==> src/rtl/remote_load_resp_router_if.sv <==
// Returned-packet channel from the endpoint plus the int/float writeback heads toward the core.
// Signal suffixes are named from the router's point of view.
interface remote_load_resp_router_if #(
    parameter int unsigned data_width_p     = 32,
    parameter int unsigned reg_addr_width_p = 5
);
    logic                        returned_v_i;
    logic [data_width_p-1:0]     returned_data_i;
    logic [reg_addr_width_p-1:0] returned_reg_id_i;
    logic [1:0]                  returned_pkt_type_i;
    logic                        returned_fifo_full_i;
    logic                        returned_yumi_o;

    logic                        ifetch_v_o;
    logic [data_width_p-1:0]     ifetch_instr_o;

    logic                        int_remote_load_resp_v_o;
    logic [reg_addr_width_p-1:0] int_remote_load_resp_rd_o;
    logic [data_width_p-1:0]     int_remote_load_resp_data_o;
    logic                        int_remote_load_resp_force_o;
    logic                        int_remote_load_resp_yumi_i;

    logic                        float_remote_load_resp_v_o;
    logic [reg_addr_width_p-1:0] float_remote_load_resp_rd_o;
    logic [data_width_p-1:0]     float_remote_load_resp_data_o;
    logic                        float_remote_load_resp_force_o;
    logic                        float_remote_load_resp_yumi_i;

    modport master (
        output returned_v_i, returned_data_i, returned_reg_id_i, returned_pkt_type_i,
        output returned_fifo_full_i, int_remote_load_resp_yumi_i, float_remote_load_resp_yumi_i,
        input  returned_yumi_o, ifetch_v_o, ifetch_instr_o,
        input  int_remote_load_resp_v_o, int_remote_load_resp_rd_o,
        input  int_remote_load_resp_data_o, int_remote_load_resp_force_o,
        input  float_remote_load_resp_v_o, float_remote_load_resp_rd_o,
        input  float_remote_load_resp_data_o, float_remote_load_resp_force_o
    );

    modport slave (
        input  returned_v_i, returned_data_i, returned_reg_id_i, returned_pkt_type_i,
        input  returned_fifo_full_i, int_remote_load_resp_yumi_i, float_remote_load_resp_yumi_i,
        output returned_yumi_o, ifetch_v_o, ifetch_instr_o,
        output int_remote_load_resp_v_o, int_remote_load_resp_rd_o,
        output int_remote_load_resp_data_o, int_remote_load_resp_force_o,
        output float_remote_load_resp_v_o, float_remote_load_resp_rd_o,
        output float_remote_load_resp_data_o, float_remote_load_resp_force_o
    );
endinterface

==> src/rtl/remote_load_resp_router.sv <==
// Drains one returned packet per cycle: credits dropped, ifetches pulsed, int/float load data
// buffered per destination and presented to the core with a force flag.
module remote_load_resp_router #(
    parameter int unsigned data_width_p     = 32,
    parameter int unsigned reg_addr_width_p = 5,
    parameter int unsigned buf_els_p        = 2,
    parameter int unsigned stall_limit_p    = 16
) (
    input logic                     clk_i,
    input logic                     reset_i,
    remote_load_resp_router_if.slave bus_io
);
    localparam int unsigned PtrW  = (buf_els_p > 1) ? $clog2(buf_els_p) : 1;
    localparam int unsigned CntW  = $clog2(buf_els_p + 1);
    localparam int unsigned WaitW = $clog2(stall_limit_p + 1);
    localparam logic [CntW-1:0]  CntFull = CntW'(buf_els_p);
    localparam logic [WaitW-1:0] WaitMax = WaitW'(stall_limit_p);
    localparam logic [PtrW-1:0]  PtrLast = PtrW'(buf_els_p - 1);

    typedef enum logic [1:0] {
        PktCredit  = 2'd0,
        PktIntWb   = 2'd1,
        PktFloatWb = 2'd2,
        PktIfetch  = 2'd3
    } pkt_type_e;

    // Path index 0 is the integer buffer, 1 the float buffer.
    logic [CntW-1:0]             cnt_q      [2];
    logic [CntW-1:0]             cnt_d      [2];
    logic [PtrW-1:0]             wptr_q     [2];
    logic [PtrW-1:0]             wptr_d     [2];
    logic [PtrW-1:0]             rptr_q     [2];
    logic [PtrW-1:0]             rptr_d     [2];
    logic [WaitW-1:0]            wait_q     [2];
    logic [WaitW-1:0]            wait_d     [2];
    logic [reg_addr_width_p-1:0] rd_mem_q   [2][buf_els_p];
    logic [reg_addr_width_p-1:0] rd_mem_d   [2][buf_els_p];
    logic [data_width_p-1:0]     data_mem_q [2][buf_els_p];
    logic [data_width_p-1:0]     data_mem_d [2][buf_els_p];

    logic                    ifetch_v_q, ifetch_v_d;
    logic [data_width_p-1:0] ifetch_instr_q, ifetch_instr_d;

    pkt_type_e  pkt_type;
    logic       ready;
    logic       accept;
    logic [1:0] full;
    logic [1:0] head_v;
    logic [1:0] enq;
    logic [1:0] deq;
    logic [1:0] force_v;
    logic [1:0] core_yumi;

    assign pkt_type  = pkt_type_e'(bus_io.returned_pkt_type_i);
    assign core_yumi = {bus_io.float_remote_load_resp_yumi_i, bus_io.int_remote_load_resp_yumi_i};

    // Readiness uses start-of-cycle occupancy only, so acceptance never sees the core's yumi.
    always_comb begin
        for (int p = 0; p < 2; p++) begin
            full[p]    = (cnt_q[p] == CntFull);
            head_v[p]  = (cnt_q[p] != '0);
            deq[p]     = core_yumi[p] & head_v[p];
            force_v[p] = head_v[p] &
                         (full[p] | (wait_q[p] == WaitMax) | bus_io.returned_fifo_full_i);
        end
        unique case (pkt_type)
            PktIntWb:   ready = ~full[0];
            PktFloatWb: ready = ~full[1];
            default:    ready = 1'b1;
        endcase
        accept = bus_io.returned_v_i & ready & ~reset_i;
        enq[0] = accept & (pkt_type == PktIntWb);
        enq[1] = accept & (pkt_type == PktFloatWb);
    end

    always_comb begin
        cnt_d      = cnt_q;
        wptr_d     = wptr_q;
        rptr_d     = rptr_q;
        wait_d     = wait_q;
        rd_mem_d   = rd_mem_q;
        data_mem_d = data_mem_q;
        for (int p = 0; p < 2; p++) begin
            if (enq[p]) begin
                rd_mem_d[p][wptr_q[p]]   = bus_io.returned_reg_id_i;
                data_mem_d[p][wptr_q[p]] = bus_io.returned_data_i;
                wptr_d[p] = (wptr_q[p] == PtrLast) ? '0 : wptr_q[p] + PtrW'(1);
            end
            if (deq[p]) begin
                rptr_d[p] = (rptr_q[p] == PtrLast) ? '0 : rptr_q[p] + PtrW'(1);
            end
            unique case ({enq[p], deq[p]})
                2'b10:   cnt_d[p] = cnt_q[p] + CntW'(1);
                2'b01:   cnt_d[p] = cnt_q[p] - CntW'(1);
                default: cnt_d[p] = cnt_q[p];
            endcase
            if (deq[p] || !head_v[p]) begin
                wait_d[p] = '0;
            end else if (wait_q[p] != WaitMax) begin
                wait_d[p] = wait_q[p] + WaitW'(1);
            end
        end
        ifetch_v_d     = accept & (pkt_type == PktIfetch);
        ifetch_instr_d = ifetch_v_d ? bus_io.returned_data_i : ifetch_instr_q;
    end

    always_ff @(posedge clk_i) begin
        if (reset_i) begin
            cnt_q          <= '{default: '0};
            wptr_q         <= '{default: '0};
            rptr_q         <= '{default: '0};
            wait_q         <= '{default: '0};
            ifetch_v_q     <= 1'b0;
            ifetch_instr_q <= '0;
        end else begin
            cnt_q          <= cnt_d;
            wptr_q         <= wptr_d;
            rptr_q         <= rptr_d;
            wait_q         <= wait_d;
            ifetch_v_q     <= ifetch_v_d;
            ifetch_instr_q <= ifetch_instr_d;
        end
    end

    // Storage needs no reset; occupancy gates every use of it.
    always_ff @(posedge clk_i) begin
        rd_mem_q   <= rd_mem_d;
        data_mem_q <= data_mem_d;
    end

    assign bus_io.returned_yumi_o = accept;
    assign bus_io.ifetch_v_o      = ifetch_v_q;
    assign bus_io.ifetch_instr_o  = ifetch_instr_q;

    assign bus_io.int_remote_load_resp_v_o     = head_v[0];
    assign bus_io.int_remote_load_resp_rd_o    = rd_mem_q[0][rptr_q[0]];
    assign bus_io.int_remote_load_resp_data_o  = data_mem_q[0][rptr_q[0]];
    assign bus_io.int_remote_load_resp_force_o = force_v[0];

    assign bus_io.float_remote_load_resp_v_o     = head_v[1];
    assign bus_io.float_remote_load_resp_rd_o    = rd_mem_q[1][rptr_q[1]];
    assign bus_io.float_remote_load_resp_data_o  = data_mem_q[1][rptr_q[1]];
    assign bus_io.float_remote_load_resp_force_o = force_v[1];
endmodule

==> src/flat_wrapper.sv <==
// flat-port wrapper written by rule: the top's interface ports become plain ports
module remote_load_resp_router_flat 
#(
    parameter int unsigned data_width_p     = 32,
    parameter int unsigned reg_addr_width_p = 5,
    parameter int unsigned buf_els_p        = 2,
    parameter int unsigned stall_limit_p    = 16
)
  (clk_i, reset_i, bus_io_returned_v_i, bus_io_returned_data_i, bus_io_returned_reg_id_i, bus_io_returned_pkt_type_i, bus_io_returned_fifo_full_i, bus_io_int_remote_load_resp_yumi_i, bus_io_float_remote_load_resp_yumi_i, bus_io_returned_yumi_o, bus_io_ifetch_v_o, bus_io_ifetch_instr_o, bus_io_int_remote_load_resp_v_o, bus_io_int_remote_load_resp_rd_o, bus_io_int_remote_load_resp_data_o, bus_io_int_remote_load_resp_force_o, bus_io_float_remote_load_resp_v_o, bus_io_float_remote_load_resp_rd_o, bus_io_float_remote_load_resp_data_o, bus_io_float_remote_load_resp_force_o);
  remote_load_resp_router_if #(.data_width_p(data_width_p), .reg_addr_width_p(reg_addr_width_p)) bus_io_i ();
  input logic clk_i;
  input logic reset_i;
  input wire logic [$bits(bus_io_i.returned_v_i)-1:0] bus_io_returned_v_i;
  input wire logic [$bits(bus_io_i.returned_data_i)-1:0] bus_io_returned_data_i;
  input wire logic [$bits(bus_io_i.returned_reg_id_i)-1:0] bus_io_returned_reg_id_i;
  input wire logic [$bits(bus_io_i.returned_pkt_type_i)-1:0] bus_io_returned_pkt_type_i;
  input wire logic [$bits(bus_io_i.returned_fifo_full_i)-1:0] bus_io_returned_fifo_full_i;
  input wire logic [$bits(bus_io_i.int_remote_load_resp_yumi_i)-1:0] bus_io_int_remote_load_resp_yumi_i;
  input wire logic [$bits(bus_io_i.float_remote_load_resp_yumi_i)-1:0] bus_io_float_remote_load_resp_yumi_i;
  output wire logic [$bits(bus_io_i.returned_yumi_o)-1:0] bus_io_returned_yumi_o;
  output wire logic [$bits(bus_io_i.ifetch_v_o)-1:0] bus_io_ifetch_v_o;
  output wire logic [$bits(bus_io_i.ifetch_instr_o)-1:0] bus_io_ifetch_instr_o;
  output wire logic [$bits(bus_io_i.int_remote_load_resp_v_o)-1:0] bus_io_int_remote_load_resp_v_o;
  output wire logic [$bits(bus_io_i.int_remote_load_resp_rd_o)-1:0] bus_io_int_remote_load_resp_rd_o;
  output wire logic [$bits(bus_io_i.int_remote_load_resp_data_o)-1:0] bus_io_int_remote_load_resp_data_o;
  output wire logic [$bits(bus_io_i.int_remote_load_resp_force_o)-1:0] bus_io_int_remote_load_resp_force_o;
  output wire logic [$bits(bus_io_i.float_remote_load_resp_v_o)-1:0] bus_io_float_remote_load_resp_v_o;
  output wire logic [$bits(bus_io_i.float_remote_load_resp_rd_o)-1:0] bus_io_float_remote_load_resp_rd_o;
  output wire logic [$bits(bus_io_i.float_remote_load_resp_data_o)-1:0] bus_io_float_remote_load_resp_data_o;
  output wire logic [$bits(bus_io_i.float_remote_load_resp_force_o)-1:0] bus_io_float_remote_load_resp_force_o;
  assign bus_io_i.returned_v_i = bus_io_returned_v_i;
  assign bus_io_i.returned_data_i = bus_io_returned_data_i;
  assign bus_io_i.returned_reg_id_i = bus_io_returned_reg_id_i;
  assign bus_io_i.returned_pkt_type_i = bus_io_returned_pkt_type_i;
  assign bus_io_i.returned_fifo_full_i = bus_io_returned_fifo_full_i;
  assign bus_io_i.int_remote_load_resp_yumi_i = bus_io_int_remote_load_resp_yumi_i;
  assign bus_io_i.float_remote_load_resp_yumi_i = bus_io_float_remote_load_resp_yumi_i;
  assign bus_io_returned_yumi_o = bus_io_i.returned_yumi_o;
  assign bus_io_ifetch_v_o = bus_io_i.ifetch_v_o;
  assign bus_io_ifetch_instr_o = bus_io_i.ifetch_instr_o;
  assign bus_io_int_remote_load_resp_v_o = bus_io_i.int_remote_load_resp_v_o;
  assign bus_io_int_remote_load_resp_rd_o = bus_io_i.int_remote_load_resp_rd_o;
  assign bus_io_int_remote_load_resp_data_o = bus_io_i.int_remote_load_resp_data_o;
  assign bus_io_int_remote_load_resp_force_o = bus_io_i.int_remote_load_resp_force_o;
  assign bus_io_float_remote_load_resp_v_o = bus_io_i.float_remote_load_resp_v_o;
  assign bus_io_float_remote_load_resp_rd_o = bus_io_i.float_remote_load_resp_rd_o;
  assign bus_io_float_remote_load_resp_data_o = bus_io_i.float_remote_load_resp_data_o;
  assign bus_io_float_remote_load_resp_force_o = bus_io_i.float_remote_load_resp_force_o;
  remote_load_resp_router #(.data_width_p(data_width_p), .reg_addr_width_p(reg_addr_width_p), .buf_els_p(buf_els_p), .stall_limit_p(stall_limit_p)) u_core (.clk_i(clk_i), .reset_i(reset_i), .bus_io(bus_io_i));
endmodule
==> config.mk <==
export PLATFORM = sky130hd
export DESIGN_NAME = remote_load_resp_router_flat
export DESIGN_NICKNAME = d
export VERILOG_FILES = /design/src/rtl/remote_load_resp_router_if.sv /design/src/rtl/remote_load_resp_router.sv /design/src/flat_wrapper.sv
export SDC_FILE = /design/constraint.sdc
export NUM_CORES = 1
export LEC_CHECK = 0
export BUFFER_PORTS_ARGS = -buffer_cell sky130_fd_sc_hd__buf_2
export CORE_MARGIN = 2
export CORE_UTILIZATION = 35
export DETAILED_ROUTE_END_ITERATION = 8
export PLACE_DENSITY = 0.65
export SYNTH_ARGS = -nofsm -noshare
export SYNTH_HDL_FRONTEND = slang
export SYNTH_SLANG_ARGS = --single-unit
==> constraint.sdc <==
create_clock -name clk_i -period 4.85 [get_ports clk_i]
set_input_delay 0.97 -clock clk_i [delete_from_list [all_inputs] [get_ports clk_i]]
set_output_delay 0.97 -clock clk_i [all_outputs]
set_load 0.005 [all_outputs]
# Word level (Yosys, flattened, before mapping)
# Index checks and enable logic that the tools add are counted.
# W data, S select, Z words.
dict set report word_totals {
  latchBits 0
  reg_bits 199
  wordCells 110
  mem_count 0
  in_bits 45
  ram_bits 0
  romBits 0
  out_inout_bits 112
}
dict set report classes {
  eq_ne 13
  div_mod_pow 0
  n_mul 0
  reduce_logical 12
  mux 31
  magnitude_cmp 6
  addsub 10
  bitwise 20
  shifts 0
}
# operator count
set op_table {}
lappend op_table {{$mux W32} 8}
lappend op_table {{$bwmux W64} 2}
lappend op_table {{$demux W32 S1} 2}
lappend op_table {{$mux W5} 8}
lappend op_table {{$bwmux W10} 2}
lappend op_table {{$eq A2 B2 Y1 const B} 6}
lappend op_table {{$add A5 B1 Y5 const B} 2}
lappend op_table {{$demux W5 S1} 2}
lappend op_table {{$eq A5 B5 Y1 const B} 2}
lappend op_table {{$ne A5 B5 Y1 const B} 2}
lappend op_table {{$and A1 B1 Y1} 9}
lappend op_table {{$ge A2 B2 Y1 const B} 4}
lappend op_table {{$not A1 Y2} 4}
lappend op_table {{$pmux W2 S2} 2}
lappend op_table {{$reduce_bool A2 Y1} 4}
lappend op_table {{$eq A2 B1 Y1 const B} 3}
lappend op_table {{$add A1 B1 Y1 const B} 4}
lappend op_table {{$add A2 B1 Y2 const B} 2}
lappend op_table {{$lt A2 B1 Y1 const B} 2}
lappend op_table {{$mux W1} 4}
lappend op_table {{$or A1 B1 Y1} 4}
lappend op_table {{$reduce_or A2 Y1} 2}
lappend op_table {{$sub A2 B1 Y2 const B} 2}
lappend op_table {{$not A1 Y1} 3}
lappend op_table {{4 further kinds} 7}

# Longest topological paths before layout
# Gate-level depths: netlist of the first run.
dict set report logic_depth {
  word_depth 8
  ltp_mapped 8
  ltp_nobuf 8
}

# Worst setup path after synthesis of the first run
# Ideal clock, no wire load.
dict set report synth_path {
  path_kind {input to register}
  from {input port bus_io_returned_pkt_type_i[0]}
  to {register u_core.data_mem_q[0] in the netlist's numbering, enable pin}
  n_path_buf 0
  required_time_ns 4.419
  setup_slack_ns 1.206
  arrival_ns 3.212
  setup_ns 0.431
  stages 5
  cell_sequence {inv_1 -> ha_1 -> a211oi_1 -> nand3b_1 -> nor2_1}
}
dict set report synth_between {
  elab_chain_cells 5
}
# element line
set synth_lines {}
lappend synth_lines {{start, declared} flat_wrapper.sv:16} ;# input wire logic [$bits(bus_io_i.returned_pkt_type_i)-1:0] bus_io_returned_pkt_type_i;
lappend synth_lines {{$eq A2 B2 Y1 or $eq A2 B1 Y1 (tied branches)} {remote_load_resp_router.sv:66, remote_load_resp_router.sv:73}}
lappend synth_lines {{$pmux W1 S2} remote_load_resp_router.sv:66} ;# unique case (pkt_type)
lappend synth_lines {{$and A1 B1 Y1 (2 in series)} remote_load_resp_router.sv:71} ;# accept = bus_io.returned_v_i & ready & ~reset_i;
lappend synth_lines {{$and A1 B1 Y1 (*)} remote_load_resp_router.sv:73} ;# enq[1] = accept & (pkt_type == PktFloatWb);
lappend synth_lines {{end signal, assigned} remote_load_resp_router.sv:128} ;# data_mem_q <= data_mem_d;
lappend synth_lines {{end, declared} remote_load_resp_router.sv:38} ;# logic [data_width_p-1:0] data_mem_q [2][buf_els_p];
# Every way passes the cells marked *; elsewhere a longest branch is shown, timed or not.
# A chain may end at the register's enable or synchronous reset.

# Worst setup path in the final report of the first run
dict set report layout_path {
  from {input port bus_io_returned_pkt_type_i[0]}
  to {output port bus_io_returned_yumi_o}
}
dict set report layout_between {
  elab_chain_cells 4
}
# element line
set layout_lines {}
lappend layout_lines {{$eq A2 B2 Y1 or $eq A2 B1 Y1 (tied branches)} remote_load_resp_router.sv:66}
lappend layout_lines {{$pmux W1 S2 (*)} remote_load_resp_router.sv:66}
lappend layout_lines {{$and A1 B1 Y1 (*) (2 in series)} remote_load_resp_router.sv:71}
lappend layout_lines {{end, declared} flat_wrapper.sv:20} ;# output wire logic [$bits(bus_io_i.returned_yumi_o)-1:0] bus_io_returned_yumi_o;
# Marks and branches as above.

==> run summary, run 1 <==
### Outcome
* **status** finished clean

### Critical path
* **critical path launch point type** primary input
* **Worst Setup End Kind** output pin
* **CP arrival** 2.74 ns
* **Register-to-Register Setup Slack** 2.41 ns
* **R2R cell count** 5
* **r2r endpoint** u_core.data_mem_q[54]$_DFFE_PP_
* **beginning of the worst register-to-register path** u_core.cnt_q[2]$_SDFFE_PP0P_
* **CP Data Required Time** 3.88 ns
* **Worst Setup Path Type** primary input to output pin
* **critical path peak fanout** 34

### Floorplan
* **total core area** 22000 um2
* **starting density of the core** 35.9%
* **die outline area** 23700 um2
* **row count** 54
* **x dimension of the die** 154 um
* **die height** 154 um
* **number of I/O pins** 157

### Placed design
* **Post-Place Worst Slack** 1.12 ns
* **HPWL after detailed placement** 11.7 mm
* **area of placed instances** 8900 um2
* **routability cong.** 0.756
* **input/output buffers** 156

### Timing
* **Final Setup Violations** 0
* **maximum clock skew at final layout** 0.0118 ns
* **max_slew headroom** 18.5%
* **worst-case setup margin in the final layout** 1.14 ns
* **final hold viol count** 0
* **Setup TNS** 0 ns
* **slew of the pin with the lowest slew margin** 1.22 ns
* **unrepaired setup endpoints after global routing** false
* **final cycle utilization of the critical path** 76.4%
* **final worst path period need** 3.71 ns
* **number of slew-limit violations in the final report** 0
* **Fmax** 270 MHz

### Logic synthesis
* **count of state elements after synthesis** 199
* **proportion of synthesized flip-flops having asynchronous set or reset** 0%
* **mean area per synthesized cell** 16.0 um2
* **number of enable-type register cells in the synthesized netlist** 148
* **synth warn** 0
* **proportion of synthesized chip area in sequential cells** 69.4%
* **count of mapped cells out of synthesis** 492
* **Synth Cell Area** 7870 um2
* **synthesized net count** 546
* **library cells used by synthesis** 36
* **primary flip-flop cell chosen by synthesis mapping** edfxtp_1

### Routing
* **Remaining DRCs** 0
* **routed wire length** 17.9 mm
* **DR pass1 iterations** 5
* **number of violations reported at the end of detailed-routing iteration 0** 194
* **number of vias in the routed layout** 4601
* **post-route ant nets** 0
* **average wire per cell in the routed design** 19.1 um
* **Via density** 4.91

### Global route
* **total congestion overflow** 0
* **maximum number of pins on one net before global-route repair** 43
* **met1 capacity usage during global routing** 19.4%
* **busiest metal layer after global routing** met2
* **global-route usage over all layers** 15.4%
* **met2 global-route usage** 25.5%
* **GR met3 Demand/Resource** 4.23%
* **wire length of the first global-routing pass** 27.6 mm
* **number of global-route vias before repair** 4868
* **initial antenna violation count** 1

### Cells and area
* **Filler cells** 1982
* **post-route design area** 9460 um2
* **share of final-layout standard cells stronger than drive strength 1** 51.6%
* **total number of nets in the final design** 698
* **area delta synth->final** 20.1%

### Clocking
* **clk sink count** 199
* **hold buffer count at cts** 0
* **worst skew pair latency** 0.43 ns
* **Num CTS Buffers** 17
* **H-tree depth** 4
* **clk slew on worst S/H paths** 0.07 ns
* **CTS Buffer Depth** 2
* **Clk Tree Root Cell** clkbuf_16
* **CTS tree** done
* **number of instances resized during post-cts repair** 0
* **Setup Buffers After CTS** 0

### Worst hold path
* **Hold Crit Class** flip-flop to flip-flop
* **cell depth of the worst hold path** 2
* **Hold Startpoint** u_core.bus_io.ifetch_instr_o[30]$_SDFFE_PP0P_
* **end point of the most critical hold path** u_core.bus_io.ifetch_instr_o[30]$_SDFFE_PP0P_

### Power
* **IR drop worst, VDD** 0.236 mV
* **pwr dens** 374 nW/um2
* **Static Leakage** 3.30 nW

### Job
* **max-cap violations** 0

-- report_power, final --
group,internal (W),switching (W),leakage (nW)
logic,0.000141,0.000157,1.29
registers,0.00186,0.0000459,1.75
clock network,0.000712,0.000626,0.267
total,0.00271,0.000829,3.30
-- how the worst max path moves through the flow --
stage / cells after the start / endpoint / slack [ns] / from
2_1_floorplan: 5 / u_core.data_mem_q[0]$_DFFE_PP_ / 1.21 / bus_io_returned_pkt_type_i[0]
3_3_place_gp: 6 / bus_io_returned_yumi_o / 1.17 / bus_io_returned_pkt_type_i[0]
3_5_place_dp: 6 / bus_io_returned_yumi_o / 1.12 / bus_io_returned_pkt_type_i[0]
4_1_cts: 6 / bus_io_returned_yumi_o / 1.11 / bus_io_returned_pkt_type_i[0]
5_1_grt: 6 / bus_io_returned_yumi_o / 1.01 / bus_io_returned_pkt_type_i[0]
6_report: 6 / bus_io_returned_yumi_o / 1.14 / bus_io_returned_pkt_type_i[0]
-- worst max-delay path: stages --
cell	delay (ns)
buf_2	0.10
inv_1	0.04
ha_1	0.38
a221o_2	0.86
and2_4	0.27
buf_2	0.11
-- through the flow --
| stage | power [W] | hold slack (ns) | std cells | util, % |
|---|---|---|---|---|
| floorplan | 0.00211 | 0.437 | 492 | - |
| detailed placement | 0.00224 | 0.491 | 905 | 40.5 |
| CTS | 0.00358 | 0.502 | 937 | 43.0 |
| global placement | 0.00223 | 0.484 | 905 | 40.5 |
| finish | 0.00354 | 0.500 | 938 | 43.1 |
| global route | 0.00368 | 0.528 | 938 | 43.1 |
-- final cells by class --
type | instances | area, um2 | share of cell area [%]
Tap cell | 280 | 350 | 3.71
Sequential cell | 199 | 5470 | 57.8
Timing Repair Buffer | 162 | 826 | 8.73
Inverter | 10 | 37.5 | 0.397
Clock buffer | 18 | 429 | 4.54
Clock inverter | 14 | 125 | 1.32
Multi-Input combinational cell | 254 | 2220 | 23.4
Antenna cell | 1 | 2.50 | 0.0265
-- cells in the final DEF (no fill, tap or decap), types with 6 or more instances in the layout --
cell type / count
clkbuf_16: 17
buf_4: 6
ha_1: 9
nor2_1: 15
a21oi_2: 30
inv_1: 10
nand3_1: 8
buf_2: 156
xor2_1: 6
mux2_2: 74
o21ai_0: 6
edfxtp_1: 148
nand3_2: 29
dfxtp_1: 49
o21ai_1: 31
xnor2_1: 8
-- kinds of logic after synthesis --
| logic type | after synthesis | share of synthesized area [%] |
|---|---|---|
| AO/OA/AOI/OAI | 76 | 6.75 |
| XOR/XNOR | 14 | 1.56 |
| adder cells (fa/ha/maj) | 9 | 1.43 |
| buffers and inverters | 39 | 2.84 |
| flip-flops | 199 | 69.4 |
| multiplexers | 76 | 10.8 |
| AND/OR/NAND/NOR | 79 | 7.17 |
-- flip-flops by register name (all words and copies together) (netlist names) --
signal	cells
u_core.rptr_q	2
u_core.wptr_q	2
u_core.bus_io.ifetch_instr_o	32
u_core.data_mem_q	128
u_core.wait_q	10
u_core.cnt_q	4
u_core.rd_mem_q	20
u_core.bus_io.ifetch_v_o	1
-- cells in the mapped netlist, drive strengths merged (2+ instances only) --
| master | instances | area (um2) |
|---|---|---|
| edfxtp | 148 | 4440 |
| mux2 | 74 | 833 |
| dfxtp | 51 | 1020 |
| nand3 | 37 | 330 |
| o21ai | 37 | 185 |
| a21oi | 34 | 283 |
| buf | 20 | 153 |
| nor2 | 19 | 71.3 |
| inv | 10 | 37.5 |
| clkbuf | 9 | 33.8 |
| ha | 9 | 113 |
| xnor2 | 8 | 70.1 |
| xor2 | 6 | 52.6 |
| nor3 | 4 | 20.0 |
| or3 | 4 | 25.0 |
| nor2b | 3 | 18.8 |
| and2 | 2 | 15.0 |
| mux2i | 2 | 20.0 |
| nand2 | 2 | 7.51 |
| nand2b | 2 | 27.5 |
| nor3b | 2 | 15.0 |
| nor4bb | 2 | 20.0 |
-- metal layers --
| layer | part of all wire [%] | up-vias |
|---|---|---|
| met4 | 2.2 | 0 |
| met3 | 4.5 | 30 |
| li1 | - | 2143 |
| met1 | 44 | 2312 |
| met2 | 49 | 116 |
| met5 | 0 | - |
Note: power is estimated with default switching activity, not from simulation.
==> run 2, diff against run 1 <==
- PLACE_DENSITY: 0.65 -> 0.67
- clock period: 4.85 -> 3.2 ns (I/O delays scaled with it)
==> run 2 against run 1 <==
Effect of this change: setup slack worse by 0.57 ns; via count down 2.5%; global-route usage down 0.66 points; die area unchanged.
==> run summary, run 2 (synthesized netlist as in run 1, its figures left out) <==
### Floorplan
* **die height** 154 um, unchanged
* **x dimension of the die** 154 um, unchanged
* **total core area** 22000 um2, unchanged
* **starting density of the core** 35.9%, unchanged
* **number of I/O pins** 157, unchanged
* **row count** 54, unchanged
* **die outline area** 23700 um2, unchanged

### Routing
* **routed wire length** 17.3 mm, -3.7%
* **average wire per cell in the routed design** 18.3 um, -4.4%
* **Via density** 4.75, -3.2%
* **post-route ant nets** 0, unchanged
* **number of violations reported at the end of detailed-routing iteration 0** 202, +4.1%
* **met2 WL post-DR** 8.44 mm, -4.1%
* **metal1 wirelength** 7.68 mm, -3.3%
* **detailed route wirelength on metal3** 844 um, +5.0%
* **number of vias in the routed layout** 4485, -2.5%
* **Remaining DRCs** 0, unchanged
* **DR pass1 iterations** 4, -1
* **uppermost routed layer** met4

### Timing
* **maximum clock skew at final layout** 0.00766 ns, -0.00414 ns
* **slew of the pin with the lowest slew margin** 0.702 ns, -0.517 ns
* **final cycle utilization of the critical path** 81.9%
* **unrepaired setup endpoints after global routing** false
* **number of slew-limit violations in the final report** 0, unchanged
* **Final Setup Violations** 0, unchanged
* **max_slew headroom** 53.2%, +35 points
* **Fmax** 382 MHz
* **final worst path period need** 2.62 ns
* **worst hold slack across all endpoints** 0.429 ns, -0.0714 ns
* **final hold viol count** 0, unchanged

### Clocking
* **clk slew on worst S/H paths** 0.07 ns, about the same
* **clk sink count** 199, unchanged
* **CTS Buffer Depth** 2, unchanged
* **Num CTS Buffers** 17, unchanged
* **number of instances resized during post-cts repair** 0, unchanged
* **H-tree depth** 4, unchanged
* **hold buffer count at cts** 0, unchanged
* **Setup Buffers After CTS** 0, unchanged
* **Clk Tree Root Cell** clkbuf_16
* **worst skew pair latency** 0.43 ns, about the same
* **CTS tree** done

### Global route
* **total congestion overflow** 0, unchanged
* **global-route usage over all layers** 14.8%, -0.66 points
* **maximum number of pins on one net before global-route repair** 43, unchanged
* **initial antenna violation count** 0, -1
* **number of global-route vias before repair** 4506, -7.4%
* **wire length of the first global-routing pass** 26.5 mm, -4.1%

### Power
* **internal power contribution** 0.00422 W, +56%
* **share of total power consumed by net switching** 23.9%, +0.48 points
* **Seq pwr share** 51.4%, -2.4 points
* **Comb pwr share** 8.9%, +0.5 points
* **share of power burned in the clock network** 39.7%, +1.9 points
* **pwr dens** 577 nW/um2, +54%
* **Static Leakage** 3.39 nW, +2.6%
* **net switching power of the design** 0.00133 W, +60%
* **IR drop worst, VDD** 0.375 mV, +59%
* **overall power consumption** 0.00555 W, +57%

### Placed design
* **HPWL after detailed placement** 11.1 mm, -4.6%
* **number of placed instances with taps included** 913, +0.88%
* **routability cong.** 0.755, -0.15%
* **input/output buffers** 156, unchanged

### Critical path
* **Worst Setup Path Type** flip-flop to output pin
* **CP arrival** 1.98 ns, -0.76 ns
* **Worst Setup End Kind** output pin
* **CP Data Required Time** 2.56 ns, -1.32 ns
* **critical path peak fanout** 20, -41%
* **crit-path cells** buf_4, mux2_2, buf_2
* **R2R cell count** 6, +1
* **Worst path slowest cell** dfxtp_2
* **critical path launch point type** flip-flop
* **maximum single-stage delay on the critical path** 0.70 ns, -0.16 ns

### Job
* **max-cap violations** 0, unchanged

### Cells and area
* **most common cell after layout, fill and taps aside** buf_2
* **Filler cells** 1993, +0.55%
* **total number of nets in the final design** 706, +1.1%
* **area delta synth->final** 22.2%
* **final cell count without fillers** 945, +0.75%
* **diodes inserted** 0, -1
* **flip-flop count of the largest register after layout** 128, unchanged
* **top library cells by usage in the layout, fill and taps aside** buf_2, edfxtp_1, mux2_2
* **Largest Register** u_core.data_mem_q
* **share of final-layout standard cells stronger than drive strength 1** 52.3%, +0.73 points

### Outcome
* **status** finished clean

### Worst hold path
* **cell depth of the worst hold path** 1, -1
* **Hold Crit Class** primary input to flip-flop

run 2: worst paths after layout:
| path | startpoint | endpoint | slack [ns] |
|---|---|---|---|
| max | u_core.rptr_q[1]$_SDFFE_PP0P_ | bus_io_int_remote_load_resp_data_o[23] | 0.58 |
| min reg2reg | u_core.bus_io.ifetch_instr_o[31]$_SDFFE_PP0P_ | u_core.bus_io.ifetch_instr_o[31]$_SDFFE_PP0P_ | 0.48 |
| max reg2reg | u_core.cnt_q[0]$_SDFFE_PP0P_ | u_core.cnt_q[3]$_SDFFE_PP0P_ | 1.15 |
| min | bus_io_returned_reg_id_i[3] | u_core.rd_mem_q[3]$_DFFE_PP_ | 0.43 |
run 2: power groups by stage:
| stage | clock network, W | registers [W] | logic [W] |
|---|---|---|---|
| after floorplan | 0 | 0.00289 | 0.000306 |
| after global placement | 0 | 0.00291 | 0.000498 |
| after detailed placement | 0 | 0.00291 | 0.000500 |
| after CTS | 0.00226 | 0.00286 | 0.000503 |
| after global routing | 0.00235 | 0.00286 | 0.000541 |
| final | 0.00220 | 0.00285 | 0.000493 |
run 2: through the flow:
step / utilization (%) / TNS (ns) / setup WS (ns) / area, um2
global placement: 41.0 / 0 / 0.663 / 9010
CTS: 43.8 / 0 / 0.509 / 9620
global route: 43.8 / 0 / 0.463 / 9620
detailed placement: 41.0 / 0 / 0.619 / 9010
finish: 43.8 / 0 / 0.579 / 9620
floorplan: - / -8.40 / -0.114 / 7880
run 2: final cells by class:
cell class                 count  area, um2  area share [%]
multi-input combinational    254       2220            23.0
inverter                      10       37.5           0.390
tap                          280        350            3.64
sequential                   199       5470            56.8
clock inverter                15        189            1.96
timing repair buffer         170        936            9.73
clock buffer                  17        425            4.42
run 2: layer usage:
layer  GRT usage [%]  vias to the layer above
li1                -                     2155
met1            18.7                     2213
met2            24.0                       94
met3            4.37                       23
met4            5.52                        0
met5               0                        -
run 2: worst max-delay path, delay by kind of cell, from the launching register on:
family	cells	cell delay, ns
buffers and inverters	2	0.48
flip-flops	1	0.70
multiplexers	1	0.37
